**src/rtl/alu_pkg.sv**
```systemverilog
// Shared types and constants for the multi-cycle ALU: opcode and FSM enums,
// flag bit positions and a small opcode classifier.
package alu_pkg;

    typedef enum logic [2:0] {
        ADD = 3'd0,
        AND = 3'd1,
        OR  = 3'd2,
        SUB = 3'd3,
        XOR = 3'd4,
        SHL = 3'd5,
        SHR = 3'd6,
        SAR = 3'd7
    } alu_op_e;

    typedef enum logic [1:0] {
        IDLE  = 2'd0,
        SHIFT = 2'd1,
        HOLD  = 2'd2
    } alu_state_e;

    localparam int C_IDX = 0;
    localparam int Z_IDX = 1;
    localparam int N_IDX = 2;

    function automatic logic is_shift(input alu_op_e op);
        return (op == SHL) || (op == SHR) || (op == SAR);
    endfunction

endpackage

```
**src/rtl/alu_comb.sv**
```systemverilog
// Single-cycle ALU datapath with flag generation. For shift opcodes it
// performs a one-position step; the multi-cycle sequencing lives in alu_mc.
module alu_comb
    import alu_pkg::*;
#(
    parameter int WIDTH = 8
) (
    input  logic [2:0]       op,
    input  logic [WIDTH-1:0] a,
    input  logic [WIDTH-1:0] b,
    input  logic             c_in,
    output logic [WIDTH-1:0] result,
    output logic [2:0]       czn
);

    logic [WIDTH:0] sum;
    logic           carry;

    always_comb begin
        sum    = '0;
        result = '0;
        carry  = 1'b0;
        case (alu_op_e'(op))
            ADD: begin
                sum    = {1'b0, a} + {1'b0, b} + {{WIDTH{1'b0}}, c_in};
                result = sum[WIDTH-1:0];
                carry  = sum[WIDTH];
            end
            // c_in = 1 means no borrow-in; carry out = 1 means no borrow.
            SUB: begin
                sum    = {1'b0, a} + {1'b0, ~b} + {{WIDTH{1'b0}}, c_in};
                result = sum[WIDTH-1:0];
                carry  = sum[WIDTH];
            end
            OR:  result = a | b;
            XOR: result = a ^ b;
            SHL: begin
                result = {a[WIDTH-2:0], 1'b0};
                carry  = a[WIDTH-1];
            end
            SHR: begin
                result = {1'b0, a[WIDTH-1:1]};
                carry  = a[0];
            end
            SAR: begin
                result = {a[WIDTH-1], a[WIDTH-1:1]};
                carry  = a[0];
            end
            default: result = a & b;
        endcase
    end

    always_comb begin
        czn        = '0;
        czn[C_IDX] = carry;
        czn[Z_IDX] = ~|result;
        czn[N_IDX] = result[WIDTH-1];
    end

endmodule

```
**src/rtl/alu_mc.sv**
```systemverilog
// Multi-cycle ALU: single-cycle logic ops, bit-serial shifts, and a
// valid/ready handshake on both the request and result sides.
module alu_mc
    import alu_pkg::*;
#(
    parameter int WIDTH = 8,
    parameter int SHW   = $clog2(WIDTH)
) (
    input  logic             clk,
    input  logic             rst_n,
    input  logic             in_valid,
    output logic             in_ready,
    input  logic [2:0]       opcode,
    input  logic [WIDTH-1:0] a,
    input  logic [WIDTH-1:0] b,
    input  logic             c_in,
    output logic             out_valid,
    input  logic             out_ready,
    output logic [WIDTH-1:0] result,
    output logic [2:0]       czn
);

    localparam logic [SHW-1:0] CNT_ONE = SHW'(1);

    alu_state_e       state_q, state_d;
    alu_op_e          op_q, op_in;
    logic [2:0]       op_sel;
    logic             live_q;
    logic [SHW-1:0]   cnt_q, amt;
    logic [WIDTH-1:0] result_q, operand, alu_res;
    logic [2:0]       czn_q, alu_czn, pass_czn;
    logic             accept, shift_in, start_shift;

    assign op_in       = alu_op_e'(opcode);
    assign amt         = b[SHW-1:0];
    assign shift_in    = is_shift(op_in);
    assign start_shift = shift_in && (amt != '0);

    // live_q holds in_ready low until the first edge after reset release.
    assign in_ready  = live_q && ((state_q == IDLE) || ((state_q == HOLD) && out_ready));
    assign accept    = in_valid && in_ready;
    assign out_valid = (state_q == HOLD);
    assign result    = result_q;
    assign czn       = czn_q;

    // While shifting, the result register doubles as the shifter and the
    // combinational block supplies one bit step per cycle.
    assign op_sel  = (state_q == SHIFT) ? op_q : op_in;
    assign operand = (state_q == SHIFT) ? result_q : a;

    alu_comb #(
        .WIDTH(WIDTH)
    ) u_comb (
        .op     (op_sel),
        .a      (operand),
        .b      (b),
        .c_in   (c_in),
        .result (alu_res),
        .czn    (alu_czn)
    );

    // Zero-amount shift passes a through with carry taken from c_in.
    always_comb begin
        pass_czn        = '0;
        pass_czn[C_IDX] = c_in;
        pass_czn[Z_IDX] = ~|a;
        pass_czn[N_IDX] = a[WIDTH-1];
    end

    always_comb begin
        state_d = state_q;
        case (state_q)
            IDLE: begin
                if (accept) begin
                    state_d = start_shift ? SHIFT : HOLD;
                end
            end
            SHIFT: begin
                if (cnt_q <= CNT_ONE) begin
                    state_d = HOLD;
                end
            end
            HOLD: begin
                if (out_ready) begin
                    if (accept) begin
                        state_d = start_shift ? SHIFT : HOLD;
                    end else begin
                        state_d = IDLE;
                    end
                end
            end
            default: state_d = IDLE;
        endcase
    end

    always_ff @(posedge clk or negedge rst_n) begin
        if (!rst_n) begin
            state_q  <= IDLE;
            live_q   <= 1'b0;
            op_q     <= ADD;
            cnt_q    <= '0;
            result_q <= '0;
            czn_q    <= '0;
        end else begin
            state_q <= state_d;
            live_q  <= 1'b1;
            if (accept) begin
                op_q <= op_in;
                if (start_shift) begin
                    cnt_q    <= amt;
                    result_q <= a;
                    czn_q    <= '0;
                end else if (shift_in) begin
                    cnt_q    <= '0;
                    result_q <= a;
                    czn_q    <= pass_czn;
                end else begin
                    cnt_q    <= '0;
                    result_q <= alu_res;
                    czn_q    <= alu_czn;
                end
            end else if (state_q == SHIFT) begin
                result_q <= alu_res;
                czn_q    <= alu_czn;
                if (cnt_q != '0) begin
                    cnt_q <= cnt_q - CNT_ONE;
                end
            end
        end
    end

endmodule

```
**config.mk**
```make
export PLATFORM = sky130hd
export DESIGN_NAME = alu_mc
export DESIGN_NICKNAME = d
export VERILOG_FILES = /design/src/rtl/alu_pkg.sv /design/src/rtl/alu_comb.sv /design/src/rtl/alu_mc.sv
export SDC_FILE = /design/constraint.sdc
export NUM_CORES = 1
export LEC_CHECK = 0
export ABC_AREA = 1
export CAP_MARGIN = 20
export CORE_UTILIZATION = 45
export CTS_CLUSTER_SIZE = 10
export DETAILED_ROUTE_END_ITERATION = 8
export GPL_TIMING_DRIVEN = 0
export MAX_ROUTING_LAYER = met4
export PLACE_DENSITY = 0.68
export RECOVER_POWER = 100
export SYNTH_ARGS = -nofsm -noshare
export SYNTH_HDL_FRONTEND = slang
export SYNTH_SLANG_ARGS = --single-unit
```
**constraint.sdc**
```tcl
create_clock -name clk -period 8.2 [get_ports clk]
set_clock_uncertainty 0.1 [all_clocks]
set_input_delay 1.23 -clock clk [delete_from_list [all_inputs] [get_ports clk]]
set_output_delay 1.23 -clock clk [all_outputs]
set_load 0.02 [all_outputs]
```
==> results.md <==
* # DRC at 0
* Synth Area in Adders at 0.144
* Minimum clock period at 4.15 ns
* Clock Sinks at 20
* Post-synth ARST share at 1.00
* Routed len/inst at 13.2 um
* Synthesized area at 2680 um^2
* CTS Hold Bufs at 0
* Setup Fix Bufs, Post-CTS at 0
* Final wirelength at 7290 um
* Distinct cells, synth at 40
* Critical-path cell list: dlygate4sd3_1, or2_0, and3_1, dlygate4sd3_1
* Final net count at 533
* Core area at 5640 um^2
* CP Launch Point: out_ready
* Slowest CP cell: dlygate4sd3_1
* IO Port Bufs at 36
* CP endpoint kind: primary output
* Dpl cells at around 550
* Max_cap viols at 0
* Worst hold margin at 0.388 ns
* Fin. Hold Viols at 0
* Setup TNS at 0 ns
* Post-CTS sizing at 0
* Synth top area cells: dfrtp_1, nand2_1, ha_1
* Critical R2R Launch: state_q[1]$_DFFE_PN0P_
* Root Buffer: clkbuf_8
* Worst path max stage delay at roughly 0.64 ns
* Total gr overflow at 0
* Synth Area in Simple Gates at 0.418
* Pre-Repair DR Iteration Count at 7
* Num ports at 37
* Final Power at about 840 uW
* R2r endpoint: czn[0]$_DFFE_PN0P_
* Post-Synth XOR/XNOR Area at 0.00979
* Reg-to-reg slack, setup at 4.81 ns
* Slew @ Worst Pin at about 0.92 ns
* Via count at around 2800
* Leakage at 1.70 nW
* Register area share after synthesis at 0.187
* Initial core utilization at 0.475
* Crit path top cell by count: dlygate4sd3_1
* Chip height at 79.2 um
* Worst endpoint data arrival time at roughly 2.8 ns
* Final setup viols at 0
* Commonest cells post-synth: nand2_1, inv_1, nor2_1, nand3_1, ha_1
* All-layer global routing usage at 0.255
* FF-to-FF path depth at 23
* Largest area contributor in the netlist: dfrtp_1
* Main combinational cell family by area after synthesis: simple AND/OR/NAND/NOR gates
* DP HPWL at about 6000 um
* Post-synth top area share at 0.187
* Max VDD drop at around 160 uV
* Critical path peak fanout at 3
* Fmax at approximately 240 MHz
* Final non-filler cell total at 550
* Area growth syn-to-layout at 18.0%
* Die area at roughly 6300 um^2
* Yosys warning count at 0
* Clock Path Buffers at 2
* Slew headroom at 0.388
* Worst min path class: flip-flop to flip-flop
* Ratio of cells with drive above 1 in the final layout at 0.0753
* Post-synth EDFFs at 0
* 1st-iter DRT viols at 199
* Clk_lat worst skew at about 0.26 ns
* Status: completed
* Placer Congestion at between 0.8 and 0.9
* Syn Nets at between 400 and 500
* Reg clk slew, reported paths at about 0.070 ns
* Count leader, synth: nand2_1
* Pwr dens at about 260 nW/um^2
* CP Launch Type: primary input
* Unrepaired setup endpoints after global routing: no
* Die width at about 80 um
* Setup CP Type: primary input to primary output
* CP Capture Point: in_ready
* Final ANT Viol Nets at 0
* Synth Instances at ~440
* FP Rows at 27
* Complex-gate fraction of the synthesized area at 0.121
* Initial antenna violation count at 0
* Slew Viols, Final at 0
* Syn avg cell area at a little over 6 um^2
* First-pass GRT wire length at 12400 um
* Final Cycle Share at 0.506
* CTS tree: yes
* Antenna diodes at 0
* Most used DFF post-synth: dfrtp_1
* Worst Path Required at about 6.9 ns
* Vias in the first global route at around 2700
* Flops & latches, synth at 20
* Largest net degree at the start of global routing at 21
* CTS buffer count at 3
* H-tree depth at 1
* Via/cell ratio at ~5.2
* Multiplexer share of the synthesized area at 0
[worst min path at each step]
stage	from	slack (ns)	end	depth (start not counted)
2_1_floorplan	op_q[2]$_DFFE_PN0P_	0.37	op_q[2]$_DFFE_PN0P_	2
3_3_place_gp	czn[0]$_DFFE_PN0P_	0.38	czn[0]$_DFFE_PN0P_	2
3_5_place_dp	czn[0]$_DFFE_PN0P_	0.38	czn[0]$_DFFE_PN0P_	2
4_1_cts	czn[0]$_DFFE_PN0P_	0.40	czn[0]$_DFFE_PN0P_	2
5_1_grt	czn[0]$_DFFE_PN0P_	0.43	czn[0]$_DFFE_PN0P_	2
6_report	czn[0]$_DFFE_PN0P_	0.39	czn[0]$_DFFE_PN0P_	2
[cell type report]
type / instances / area, um^2
repair buffers: 36 / 360
multi-input cells: 339 / 1850
clock buffers: 3 / 41.3
inverters: 72 / 273
well taps: 72 / 90.1
flip-flops and latches: 20 / 500
fillers: 602 / 2480
plain buffers: 8 / 47.5
[metrics by stage]
| step | instance area, um^2 | worst slack (ns) | util |
|---|---|---|---|
| final | 3160 | 4.05 | 0.561 |
| after global routing | 3160 | 3.81 | 0.561 |
| after CTS | 3170 | 4.26 | 0.563 |
| after detailed placement | 3130 | 4.05 | 0.555 |
| after global placement | 3130 | 4.00 | 0.555 |
| after floorplan | 2680 | 4.98 | - |
[placed cells by master (no fill, tap or decap), types with 2 or more instances in the layout]
| cell type | synthesis | routed |
|---|---|---|
| o21ai_0 | 19 | 20 |
| buf_2 | 2 | 2 |
| o21ai_1 | 5 | 4 |
| a31oi_1 | 3 | 3 |
| fa_1 | 3 | 3 |
| inv_2 | 8 | 8 |
| nor3_1 | 4 | 4 |
| nand2_1 | 110 | 110 |
| nand3_2 | 2 | 2 |
| clkbuf_8 | 0 | 3 |
| ha_1 | 26 | 26 |
| o22ai_1 | 8 | 8 |
| nand2_4 | 2 | 2 |
| a21oi_1 | 14 | 15 |
| dlygate4sd3_1 | 0 | 16 |
| nand4_1 | 5 | 6 |
| nand3_1 | 48 | 48 |
| clkbuf_1 | 4 | 4 |
| clkdlybuf4s50_1 | 0 | 20 |
| buf_6 | 2 | 2 |
| nor2_1 | 59 | 59 |
| nand3_4 | 2 | 2 |
| inv_1 | 62 | 62 |
| o21a_1 | 2 | 2 |
| xor2_1 | 2 | 2 |
| dfrtp_1 | 20 | 20 |
| nand2_2 | 10 | 10 |
[power breakdown]
part	switching [mW]	total [mW]	internal (mW)
combinational	0.384	0.602	0.218
clock	0.0324	0.0652	0.0328
sequential	0.0274	0.169	0.142
[registers in the layout (all words and copies together) (netlist names)]
| register | cells |
|---|---|
| cnt_q | 3 |
| czn | 3 |
| live_q | 1 |
| op_q | 3 |
| result | 8 |
| state_q | 2 |
[critical path, delay by kind of cell]
kind	cells	cell delay (ns)
AND/OR/NAND/NOR	2	0.39
buffers and inverters	2	1.20
[per-layer routing]
layer | GRT usage | wire, um | up-vias
met5 | - | 0 | -
met4 | 0.0691 | 117 | 0
met3 | 0.0103 | 265 | 13
met2 | 0.427 | 3430 | 83
met1 | 0.337 | 3470 | 1274
li1 | - | - | 1478
[kinds of logic after synthesis]
family | after synthesis
simple gates | 249
buf+inv | 80
compound gates | 57
fa+ha+maj | 29
flops | 20
xor+xnor | 3
other cells | 1
No activity file was read; power rests on OpenSTA's default activity.
